--- src/rtl/uart_tx_feeder.sv ---
// Byte FIFO in front of the UART transmitter: accepts bytes over valid/ready and
// hands them one at a time to the transmitter's start/busy/done interface.
module uart_tx_feeder #(
  parameter int ADDR_WIDTH = 4
) (
  input  logic                  i_clk,
  input  logic                  i_rst_n,
  input  logic                  i_valid,
  input  logic [7:0]            i_data,
  output logic                  o_ready,
  input  logic                  i_flush,
  output logic [ADDR_WIDTH:0]   o_count,
  output logic                  o_empty,
  output logic                  o_full,
  output logic                  o_tx_start,
  output logic [7:0]            o_tx_data,
  input  logic                  i_tx_busy,
  input  logic                  i_tx_done,
  output logic                  o_idle
);

  localparam int DEPTH = 2 ** ADDR_WIDTH;
  localparam logic [ADDR_WIDTH:0]   DEPTH_C = (ADDR_WIDTH + 1)'(DEPTH);
  localparam logic [ADDR_WIDTH:0]   CNT_ONE = (ADDR_WIDTH + 1)'(1);
  localparam logic [ADDR_WIDTH:0]   CNT_ZERO = {(ADDR_WIDTH + 1){1'b0}};
  localparam logic [ADDR_WIDTH-1:0] PTR_ONE = ADDR_WIDTH'(1);
  localparam logic [ADDR_WIDTH-1:0] PTR_ZERO = {ADDR_WIDTH{1'b0}};

  localparam logic [3:0] S_IDLE      = 4'b0001;
  localparam logic [3:0] S_LAUNCH    = 4'b0010;
  localparam logic [3:0] S_WAIT_BUSY = 4'b0100;
  localparam logic [3:0] S_WAIT_DONE = 4'b1000;

  logic [7:0]            mem_r [DEPTH];
  logic [ADDR_WIDTH-1:0] wr_ptr_r;
  logic [ADDR_WIDTH-1:0] rd_ptr_r;
  logic [ADDR_WIDTH:0]   count_r;
  logic [3:0]            state_r;
  logic [3:0]            state_nxt_s;
  logic [7:0]            tx_data_r;
  logic                  push_s;
  logic                  pop_s;

  assign o_count    = count_r;
  assign o_empty    = (count_r == CNT_ZERO);
  assign o_full     = (count_r == DEPTH_C);
  assign o_ready    = !o_full && !i_flush;
  assign o_tx_start = (state_r == S_LAUNCH);
  assign o_tx_data  = tx_data_r;
  assign o_idle     = (state_r == S_IDLE) && o_empty && !i_tx_busy;

  // The busy guard keeps a start from being lost to a frame still in flight after reset.
  assign push_s = i_valid && o_ready;
  assign pop_s  = (state_r == S_IDLE) && !o_empty && !i_tx_busy && !i_flush;

  // Next-state decode; any non-one-hot encoding falls back to IDLE.
  always_comb begin
    state_nxt_s = S_IDLE;
    case (state_r)
      S_IDLE: begin
        if (pop_s) begin
          state_nxt_s = S_LAUNCH;
        end else begin
          state_nxt_s = S_IDLE;
        end
      end
      S_LAUNCH: state_nxt_s = S_WAIT_BUSY;
      S_WAIT_BUSY: begin
        if (i_tx_busy) begin
          state_nxt_s = S_WAIT_DONE;
        end else begin
          state_nxt_s = S_WAIT_BUSY;
        end
      end
      S_WAIT_DONE: begin
        if (i_tx_done) begin
          state_nxt_s = S_IDLE;
        end else begin
          state_nxt_s = S_WAIT_DONE;
        end
      end
      default: state_nxt_s = S_IDLE;
    endcase
  end

  // FSM state register.
  always_ff @(posedge i_clk or negedge i_rst_n) begin
    if (!i_rst_n) begin
      state_r <= S_IDLE;
    end else begin
      state_r <= state_nxt_s;
    end
  end

  // Storage array; flush only moves the pointers, so contents need no clearing there.
  always_ff @(posedge i_clk or negedge i_rst_n) begin
    if (!i_rst_n) begin
      for (int i = 0; i < DEPTH; i++) begin
        mem_r[i] <= 8'h00;
      end
    end else if (push_s) begin
      mem_r[wr_ptr_r] <= i_data;
    end
  end

  // Pointers and occupancy; flush overrides both push and pop.
  always_ff @(posedge i_clk or negedge i_rst_n) begin
    if (!i_rst_n) begin
      wr_ptr_r <= PTR_ZERO;
      rd_ptr_r <= PTR_ZERO;
      count_r  <= CNT_ZERO;
    end else if (i_flush) begin
      wr_ptr_r <= PTR_ZERO;
      rd_ptr_r <= PTR_ZERO;
      count_r  <= CNT_ZERO;
    end else begin
      if (push_s) begin
        wr_ptr_r <= wr_ptr_r + PTR_ONE;
      end
      if (pop_s) begin
        rd_ptr_r <= rd_ptr_r + PTR_ONE;
      end
      case ({push_s, pop_s})
        2'b10:   count_r <= count_r + CNT_ONE;
        2'b01:   count_r <= count_r - CNT_ONE;
        default: count_r <= count_r;
      endcase
    end
  end

  // Transmit byte is captured only at a pop, so it is valid alongside the start pulse.
  always_ff @(posedge i_clk or negedge i_rst_n) begin
    if (!i_rst_n) begin
      tx_data_r <= 8'h00;
    end else if (pop_s) begin
      tx_data_r <= mem_r[rd_ptr_r];
    end
  end

endmodule

--- config.mk ---
export PLATFORM = sky130hd
export DESIGN_NAME = uart_tx_feeder
export DESIGN_NICKNAME = d
export VERILOG_FILES = /design/src/rtl/uart_tx_feeder.sv
export SDC_FILE = /design/constraint.sdc
export NUM_CORES = 1
export LEC_CHECK = 0
export ABC_AREA = 0
export BUFFER_PORTS_ARGS = -buffer_cell sky130_fd_sc_hd__buf_2
export CAP_MARGIN = 20
export CORE_MARGIN = 8
export CORE_UTILIZATION = 28
export CTS_BUF_LIST = sky130_fd_sc_hd__clkbuf_4 sky130_fd_sc_hd__clkbuf_8 sky130_fd_sc_hd__clkbuf_16
export CTS_CLUSTER_DIAMETER = 100
export DETAILED_ROUTE_END_ITERATION = 12
export PLACE_DENSITY = 0.41
export SYNTH_ARGS = -nofsm -noshare
export SYNTH_HDL_FRONTEND = slang
export SYNTH_SLANG_ARGS = --single-unit
--- constraint.sdc ---
create_clock -name i_clk -period 8.75 [get_ports i_clk]
set_input_delay 0.4375 -clock i_clk [delete_from_list [all_inputs] [get_ports i_clk]]
set_output_delay 0.4375 -clock i_clk [all_outputs]
set_load 0.005 [all_outputs]
==> metrics <==
WP data required 9040 ps; total global-route track usage 0.1172; Die Span Y ~180 um; starting DRC count in detailed routing between 150 and 200; WL final about 17000 um; Slowest cell on crit path or4_1; filler cell count 2477; placed instance area 7572 um^2; P_leak 3.786 nW; maximum clock frequency 313.1 MHz; cell count after synthesis 471; GR Layer Usage met3 0.03151; Root Driver clkbuf_16; Post-synth EDFFs 0; CTS Buf Count 17; post-synthesis mux area share 0.3506; Ant. Diodes 0; WS Path Type reg -> reg; die area 30660 um^2; Max-Cap Viols 0; clock transition at the registers of the reported paths 70 ps; number of global-route vias before repair 4391; max incr delay on CP 610 ps; gr busiest metal met2; RD Place Congestion 0.7113; core box area 25040 um^2; Synth Area in XOR/XNOR 0.008650; multi-input logic area 3107 um^2; drt pass-1 iters 4; crit path time final 3194 ps; Post-Synth Adder-Cell Area 0.01236; clock skew 11.33 ps; Post-Place Cells 807; Vias just over 4000; CTS sink cnt approximately 150; Final Cycle Share 0.3650; DIE WIDTH 175.1 um; Setup crit start kind flip-flop; RSZ-0062 raised after global routing no; Post-CTS Hold Fix Bufs 0; Avg Cell Area, Syn 15.05 um^2; DRC errors left 0; Mapped Nets 492; share of cells above drive strength 1 0.4961; CTS max path bufs 2; status finished clean; antenna viol nets, final 0; Least-Margin Pin Slew 794.6 ps; Routed WL per cell 20.55 um; Slew HR 0.4703; Netlist cell types 42; compound-gate portion of the synthesized area 0.02101; Finished Layout Cells 840; maximum vdd ir drop 0.1301 mV; Via density 4.885; ys async rst share 1.000; synthesis-stage register bit count 153; row cnt 58; largest net degree at the start of global routing 79; Crit path arrival time 3490 ps; ys flop type dfrtp_1; finished layout cell area 8235 um^2; Worst setup EP type flip-flop; pwr/cell area 259.8 nW/um^2; setup repair bufs after CTS 0; Final Hold Vio Count 0; nets 519; GRT met2 Usage 0.1886; met1 Use GR 0.1527; worst hold-check path type in -> async; H-tree depth 4; sequential cell area fraction in the yosys report 0.5403; I/O pins 32; CTS resizes 0; Post-Syn Area 7088 um^2; area grow syn2layout 16.19%; Ys Warns 0; gr ovfl total 0; Most common cell on crit path a21oi_1; crit path max fanout 9; CTS tree done; initial antenna violation count 0; first-pass GRT wire length approximately 27000 um; Initial Utilization 0.2831; Post-Synth Simple-Gate Area 0.04572; number of I/O port buffers 31; setup TNS 0 ps; FF/Latch Area 3831 um^2; final setup vio count 0; Clk Latency, worst-skew pair slightly above 400 ps; hpwl dp 10610 um; CP cell instances or4_1, a21oi_1, and2_1, xor2_1, ha_1, or3_1, a21oi_1, nand3_1, a21oi_1, mux2_2; hold_ws 62.45 ps; final slew viol count 0; combinational family with the most area after synthesis multiplexers
## kinds of logic after synthesis
logic type,count (synthesis)
adder cells (fa/ha/maj),7
buffers and inverters,37
flip-flops,153
multiplexers,181
AO/OA/AOI/OAI,22
AND/OR/NAND/NOR,64
XOR/XNOR,7
## final cells by class
type,instances,area share
Clock buffer,17,0.05166
Clock inverter,14,0.02416
Inverter,8,0.003646
Multi-Input combinational cell,281,0.3772
Sequential cell,153,0.4652
Tap cell,330,0.05014
Timing Repair Buffer,37,0.02796
## worst paths after layout
kind / from / endpoint / slack (ps) / depth (start not counted)
worst max-delay path: o_count[1]$_DFFE_PN0P_ / o_count[4]$_DFFE_PN0P_ / 5560 / 10
worst max register to register: o_count[1]$_DFFE_PN0P_ / o_count[4]$_DFFE_PN0P_ / 5560 / 10
min in group i_clk: i_valid / wr_ptr_r[1]$_DFFE_PN0P_ / 380 / 3
worst min register to register: mem_r[14]$_DFFE_PN0P_ / mem_r[14]$_DFFE_PN0P_ / 500 / 1
max in group asynchronous: i_rst_n / rd_ptr_r[0]$_DFFE_PN0P_ / 7450 / 3
worst min-delay path: i_rst_n / mem_r[1]$_DFFE_PN0P_ / 60 / 1
## per-stage QoR
step | setup WS [ps] | util | total power [mW]
finish | 5556 | 0.3289 | 2.140
global route | 5355 | 0.3289 | 2.265
CTS | 5569 | 0.3274 | 2.172
detailed placement | 5600 | 0.3024 | 1.380
global placement | 5638 | 0.3024 | 1.368
floorplan | 5697 | - | 1.219
## power breakdown
part / switching, mW / leakage, nW / internal [mW]
Clock: 0.301 / 0.297 / 0.479
Sequential: 0.0668 / 2.06 / 0.814
Combinational: 0.225 / 1.43 / 0.254
Total: 0.593 / 3.79 / 1.55
## sequential cells by signal (all words and copies together), names as in the netlist
register   count
wr_ptr_r       4
rd_ptr_r       4
o_count        5
o_tx_data      8
state_r        4
mem_r        128
## placed cells by master, fill, tap and decap left out, types with 2 or more instances in the layout
master	instances
mux4_2	40
nor2_1	15
a21oi_1	9
or3_1	3
ha_1	7
buf_2	30
clkbuf_16	17
xor2_1	4
nor3_1	5
mux2_2	138
mux2i_1	3
nor2b_1	2
xnor2_1	3
clkinvlp_4	3
clkinv_4	3
o21ai_0	2
nand2_1	22
buf_4	4
dfrtp_1	151
clkinv_2	2
buf_6	2
inv_1	8
bufinv_16	4
a31oi_1	2
nand3_1	5
and4b_1	2
## critical path, delay by kind of cell, from the launching register on
| kind | cells | cell delay [ps] |
|---|---|---|
| AND/OR/NAND/NOR | 4 | 1250 |
| AO/OA/AOI/OAI | 3 | 690 |
| flip-flops | 1 | 470 |
| multiplexers | 1 | 350 |
| adder cells (fa/ha/maj) | 1 | 230 |
| XOR/XNOR | 1 | 90 |
## synth_stat cells (4+ instances only)
| cell | count | area (um^2) |
|---|---|---|
| dfrtp_1 | 152 | 3804 |
| mux2_2 | 138 | 1554 |
| mux4_2 | 40 | 900.9 |
| clkbuf_1 | 22 | 82.58 |
| nand2_1 | 22 | 82.58 |
| nor2_1 | 15 | 56.30 |
| a21oi_1 | 9 | 45.04 |
| inv_1 | 8 | 30.03 |
| ha_1 | 7 | 87.58 |
| nand3_1 | 5 | 25.02 |
| nor3_1 | 5 | 25.02 |
| buf_2 | 4 | 20.02 |
| xor2_1 | 4 | 35.03 |
## metal layers
| layer | vias up | share of wire |
|---|---|---|
| met3 | 16 | 0.039 |
| li1 | 1806 | - |
| met2 | 88 | 0.48 |
| met4 | 0 | 0.015 |
| met5 | - | 0 |
| met1 | 2193 | 0.47 |
Power figures use the tool's default switching activity.
